**src/rtl/zynq_hb_req_sched_pkg.sv**
```systemverilog
// Shared types and defaults for the host-endpoint request scheduler.
package zynq_hb_req_sched_pkg;

  localparam int max_credits_gp     = 32;
  localparam int hb_credit_width_gp = $clog2(max_credits_gp + 1);

  typedef enum logic [1:0] {eRun, eFence, eDone} hb_req_sched_state_e;

endpackage

```
**src/rtl/zynq_hb_req_sched_if.sv**
```systemverilog
// Requester-side and endpoint-side handshake bundle of the request scheduler.
interface zynq_hb_req_sched_if #(
  parameter int num_req_p      = 2,
  parameter int packet_width_p = 32
);
  logic [num_req_p-1:0]                req_v;
  logic [num_req_p*packet_width_p-1:0] req_data;
  logic [num_req_p-1:0]                req_yumi;
  logic                                out_v;
  logic [packet_width_p-1:0]           out_data;
  logic                                out_ready;

  modport master (
    output req_v, req_data, out_ready,
    input  req_yumi, out_v, out_data
  );

  modport slave (
    input  req_v, req_data, out_ready,
    output req_yumi, out_v, out_data
  );
endinterface

```
**src/rtl/zynq_hb_req_sched_arb.sv**
```systemverilog
// Round-robin arbiter: grants the first requester after the last one served;
// the pointer moves only when the grant is consumed.
module zynq_hb_req_sched_arb #(
  parameter int width_p = 2
) (
  input  logic               clk_i,
  input  logic               reset_i,
  input  logic [width_p-1:0] reqs_i,
  output logic [width_p-1:0] grants_o,
  output logic               v_o,
  input  logic               yumi_i
);
  localparam int iw_lp = (width_p > 1) ? $clog2(width_p) : 1;

  logic [iw_lp-1:0] last_q;
  logic [iw_lp-1:0] sel;
  logic             found;
  int               idx;

  always_comb begin
    grants_o = '0;
    sel      = last_q;
    found    = 1'b0;
    idx      = 0;
    for (int k = 1; k <= width_p; k++) begin
      idx = (int'(last_q) + k) % width_p;
      if (!found && reqs_i[iw_lp'(idx)]) begin
        found                   = 1'b1;
        grants_o[iw_lp'(idx)]   = 1'b1;
        sel                     = iw_lp'(idx);
      end
    end
  end

  assign v_o = found;

  // Starting from "last = top index" makes requester 0 the first in line.
  always_ff @(posedge clk_i or posedge reset_i) begin
    if (reset_i)     last_q <= iw_lp'(width_p - 1);
    else if (yumi_i) last_q <= sel;
  end
endmodule

```
**src/rtl/zynq_hb_req_sched.sv**
```systemverilog
// Shares the host endpoint request port between requesters: round-robin grant,
// outstanding-credit gating and a drain-to-zero fence.
module zynq_hb_req_sched
  import zynq_hb_req_sched_pkg::*;
#(
  parameter int num_req_p      = 2,
  parameter int packet_width_p = 32,
  parameter int max_credits_p  = max_credits_gp,
  localparam int cw_lp         = $clog2(max_credits_p + 1)
) (
  input  logic                 clk_i,
  input  logic                 reset_i,
  zynq_hb_req_sched_if.slave   bus,
  input  logic                 credit_return_i,
  input  logic                 fence_v_i,
  output logic                 fence_done_o,
  output logic [cw_lp-1:0]     credits_used_o,
  output logic                 credit_err_o
);
  hb_req_sched_state_e       state_q, state_n;
  logic [cw_lp-1:0]          credits_q, credits_n;
  logic                      err_q, err_n;
  logic                      issue_en;
  logic                      handshake;
  logic                      arb_v;
  logic [num_req_p-1:0]      grants;
  logic [packet_width_p-1:0] data_mux;

  assign issue_en = (state_q == eRun) & ~fence_v_i
                  & (credits_q < cw_lp'(max_credits_p)) & ~reset_i;

  zynq_hb_req_sched_arb #(.width_p(num_req_p)) u_arb (
    .clk_i    (clk_i),
    .reset_i  (reset_i),
    .reqs_i   (bus.req_v),
    .grants_o (grants),
    .v_o      (arb_v),
    .yumi_i   (handshake)
  );

  assign bus.out_v    = issue_en & arb_v;
  assign handshake    = bus.out_v & bus.out_ready;
  assign bus.req_yumi = grants & {num_req_p{handshake}};

  always_comb begin
    data_mux = '0;
    for (int i = 0; i < num_req_p; i++)
      data_mux |= {packet_width_p{grants[i]}} & bus.req_data[i*packet_width_p +: packet_width_p];
  end
  assign bus.out_data = data_mux;

  // A return with nothing outstanding is a protocol error: hold at zero and flag it.
  always_comb begin
    credits_n = credits_q;
    err_n     = err_q;
    if (handshake && !credit_return_i) begin
      credits_n = credits_q + cw_lp'(1);
    end else if (!handshake && credit_return_i) begin
      if (credits_q == '0) err_n     = 1'b1;
      else                 credits_n = credits_q - cw_lp'(1);
    end
  end

  always_comb begin
    state_n      = state_q;
    fence_done_o = 1'b0;
    unique case (state_q)
      eRun:    if (fence_v_i) state_n = eFence;
      eFence:  if (credits_n == '0) state_n = eDone;
      eDone: begin
        fence_done_o = 1'b1;
        state_n      = eRun;
      end
      default: state_n = eRun;
    endcase
  end

  always_ff @(posedge clk_i or posedge reset_i) begin
    if (reset_i) begin
      state_q   <= eRun;
      credits_q <= '0;
      err_q     <= 1'b0;
    end else begin
      state_q   <= state_n;
      credits_q <= credits_n;
      err_q     <= err_n;
    end
  end

  assign credits_used_o = credits_q;
  assign credit_err_o   = err_q;

  a_yumi_onehot0: assert property (@(posedge clk_i) disable iff (reset_i)
    $onehot0(bus.req_yumi));
  a_credits_max: assert property (@(posedge clk_i) disable iff (reset_i)
    credits_q <= cw_lp'(max_credits_p));
endmodule

```
**src/flat_wrapper.sv**
```systemverilog
// flat-port wrapper written by rule: the top's interface ports become plain ports
module zynq_hb_req_sched_flat import zynq_hb_req_sched_pkg::*;
#(
  parameter int num_req_p      = 2,
  parameter int packet_width_p = 32,
  parameter int max_credits_p  = max_credits_gp,
  localparam int cw_lp         = $clog2(max_credits_p + 1)
)
  (clk_i, reset_i, credit_return_i, fence_v_i, fence_done_o, credits_used_o, credit_err_o, bus_req_v, bus_req_data, bus_out_ready, bus_req_yumi, bus_out_v, bus_out_data);
  zynq_hb_req_sched_if #(.num_req_p(num_req_p), .packet_width_p(packet_width_p)) bus_i ();
  input  logic clk_i;
  input  logic reset_i;
  input  logic credit_return_i;
  input  logic fence_v_i;
  output logic fence_done_o;
  output logic [cw_lp-1:0] credits_used_o;
  output logic credit_err_o;
  input wire logic [$bits(bus_i.req_v)-1:0] bus_req_v;
  input wire logic [$bits(bus_i.req_data)-1:0] bus_req_data;
  input wire logic [$bits(bus_i.out_ready)-1:0] bus_out_ready;
  output wire logic [$bits(bus_i.req_yumi)-1:0] bus_req_yumi;
  output wire logic [$bits(bus_i.out_v)-1:0] bus_out_v;
  output wire logic [$bits(bus_i.out_data)-1:0] bus_out_data;
  assign bus_i.req_v = bus_req_v;
  assign bus_i.req_data = bus_req_data;
  assign bus_i.out_ready = bus_out_ready;
  assign bus_req_yumi = bus_i.req_yumi;
  assign bus_out_v = bus_i.out_v;
  assign bus_out_data = bus_i.out_data;
  zynq_hb_req_sched #(.num_req_p(num_req_p), .packet_width_p(packet_width_p), .max_credits_p(max_credits_p)) u_core (.clk_i(clk_i), .reset_i(reset_i), .bus(bus_i), .credit_return_i(credit_return_i), .fence_v_i(fence_v_i), .fence_done_o(fence_done_o), .credits_used_o(credits_used_o), .credit_err_o(credit_err_o));
endmodule
```
**config.mk**
```make
export PLATFORM = sky130hd
export DESIGN_NAME = zynq_hb_req_sched_flat
export DESIGN_NICKNAME = d
export VERILOG_FILES = /design/src/rtl/zynq_hb_req_sched_pkg.sv /design/src/rtl/zynq_hb_req_sched_if.sv /design/src/rtl/zynq_hb_req_sched_arb.sv /design/src/rtl/zynq_hb_req_sched.sv /design/src/flat_wrapper.sv
export SDC_FILE = /design/constraint.sdc
export NUM_CORES = 1
export LEC_CHECK = 0
export CORE_UTILIZATION = 30
export DETAILED_ROUTE_END_ITERATION = 7
export GPL_ROUTABILITY_DRIVEN = 0
export PLACE_DENSITY = 0.84
export SYNTH_ARGS = -nofsm -noshare
export SYNTH_HDL_FRONTEND = slang
export SYNTH_SLANG_ARGS = --single-unit
```
**constraint.sdc**
```tcl
create_clock -name clk_i -period 5.7 [get_ports clk_i]
set_input_delay 0.57 -clock clk_i [delete_from_list [all_inputs] [get_ports clk_i]]
set_output_delay 0.57 -clock clk_i [all_outputs]
set_load 0.02 [all_outputs]
```
==> metrics.csv <==
metric;value;unit
place_ws;2200;ps
fin_crit;3390;ps
period_share;59.4;%
clkTransAtPathRegs;70;ps
drtPass1Iterations;4;
fin_hold_ws;463;ps
grt_pass1_vias;1075;
leakagePower;0.000814;uW
place_area;1810;um2
cts.sinks;10;
synth_top_area_share;22.0;%
vias_per_cell;5.12;
rsz0062_at_grt;no;
cts_root_buf;clkbuf_4;
maxCapViolations;0;
ys_seq_area_share;24.6;%
setup_viol;0;
cts_hold_buffers;0;
synth_top_area_cell;dfrtp_1;
status;finished clean;
dr.first_iter.drc_count;81;
arrival;2820;ps
wirelength;3.40;mm
fin_nets;276;
endpoint;bus_out_v;
final_area;1850;um2
antenna_found_initial;0;
dieArea;3650;um2
netlist-cell-type-count;41;
max_slew_margin;42.4;%
die_w;60.4;um
drv_slew;0;
synth_commonest_cells;34 x and3_1, 10 x nor2_1, 9 x clkbuf_1, 9 x dfrtp_1;
drc_errors;0;
postCtsSetupBuffers;0;
cp_max_fo;35;
grt_overflow_total;0;
cp-startpoint;bus_req_v[0];
syn_nets;204;
vias;1254;
worstMarginPinSlew;861;ps
post-synth-top-count-cell;and3_1;
antenna_cells;0;
worstSetupStartpointType;input pin;
start_util;32.5;%
cts_made_buffers;3;
hold_start;u_core.credit_err_o;
synth_area_leaders;dfrtp_1 22%, and3_1 21%, ha_1 3.7%;
power_density;361;nW/um2
core_area;3150;um2
worstSetupPathType;input pin to output pin;
post_drt_wl_per_cell;13.9;um
die_h;60.4;um
pin_count;114;
fin_ws;2310;ps
post_cts_resized;0;
syn2layout_area_growth;80.6;%
async_flop_share;100;%
timing.rr.end;u_core.state_q[0];
grt_first_pass_wirelength;5.00;mm
synth-edff-count;0;
worst-r2r-cell-count;5;
grt_max_degree;36;
regToRegSetupSlack;3390;ps
final.setup.tns;0;ps
max-clock-path-buffers;2;
ir_drop;270;uV
hold_viol_final;0;
ys_ff_latch;10;
end_kind;output pin;
critPathRequiredTime;5130;ps
ctsHtreeMaxLevel;1;
synth_flop_cell;dfrtp_1;
cts_tree;done;
avgSynthCellArea;7.87;um2
rows;20;
synthCells;130;
finClkSkew;0.484;ps
grt_usage;18.1;%
hold_class;register to register;
drive_above_1_share;5.97;%
syn_area;1020;um2
hpwlAfterDp;2.66;mm
yosys_warnings;0;
max_freq;0.295;GHz
port_buffers;79;
power;666;uW
drtAntennaViolNets;0;
clk_latency;280;ps
r2r_start;u_core.credits_used_o[5];
-- critical path: stages --
cell and delay, ps:
clkdlybuf4s50_1 1030, nor4b_2 420, and2_1 170, clkdlybuf4s50_1 620
-- sequential cells by signal, summed over array words and instances (netlist names) --
name,flops
u_core.credits_used_o,6
u_core.credit_err_o,1
u_core.state_q,2
u_core.u_arb.last_q,1
-- per-stage QoR --
step,instances,utilization [%]
after global placement,241,57.5
after global routing,245,58.6
after CTS,245,58.6
final,245,58.6
after floorplan,130,-
after detailed placement,241,57.5
-- kinds of logic (layout without fill, tap and decap cells) --
| logic type | count (synthesis) | in the layout | synth area share, % |
|---|---|---|---|
| adder cells (fa/ha/maj) | 3 | 3 | 3.67 |
| flip-flops | 10 | 10 | 24.6 |
| buffers and inverters | 19 | 90 | 8.19 |
| AND/OR/NAND/NOR | 74 | 74 | 43.4 |
| AO/OA/AOI/OAI | 17 | 17 | 14.4 |
| XOR/XNOR | 4 | 4 | 3.42 |
| other | 1 | 1 | 0.366 |
| multiplexers | 2 | 2 | 1.96 |
-- routing by layer --
metal  vias up  wire length (um)  global-route usage, %
met2        60              1720                   33.0
met1       577              1310                   20.3
met5         -                 0                      0
met4         0                45                   6.82
met3         5               327                   4.48
li1        612                 -                      -
-- worst min path at each step --
stage                     endpoint  slack [ps]  depth (start not counted)
2_1_floorplan  u_core.credit_err_o         410                          1
3_3_place_gp   u_core.credit_err_o         440                          1
3_5_place_dp   u_core.credit_err_o         450                          1
4_1_cts        u_core.credit_err_o         470                          1
5_1_grt        u_core.credit_err_o         490                          1
6_report       u_core.credit_err_o         460                          1
-- report_power, final --
part / total [uW] / leakage [uW] / internal [uW] / switching [uW]
Clock: 67.9 / 0.0000210 / 38.9 / 28.9
Sequential: 186 / 0.000117 / 105 / 80.5
Combinational: 413 / 0.000675 / 214 / 198
Total: 666 / 0.000814 / 359 / 308
-- final cells by class --
class	instances	area (um2)
inverter	7	26.3
timing repair buffer	79	791
clock buffer	4	36.3
fill	301	1310
tap	44	55.1
sequential	10	251
multi-input combinational	101	688
-- layout by cell type, fill, tap and decap left out, drive strengths merged, types with 3 or more instances in the layout --
master,n
and3,34
inv,7
xnor2,4
ha,3
nand2,7
clkdlybuf4s50,79
nor2,10
dfrtp,9
nand3,5
clkbuf,4
No activity file was read; power rests on OpenSTA's default activity.
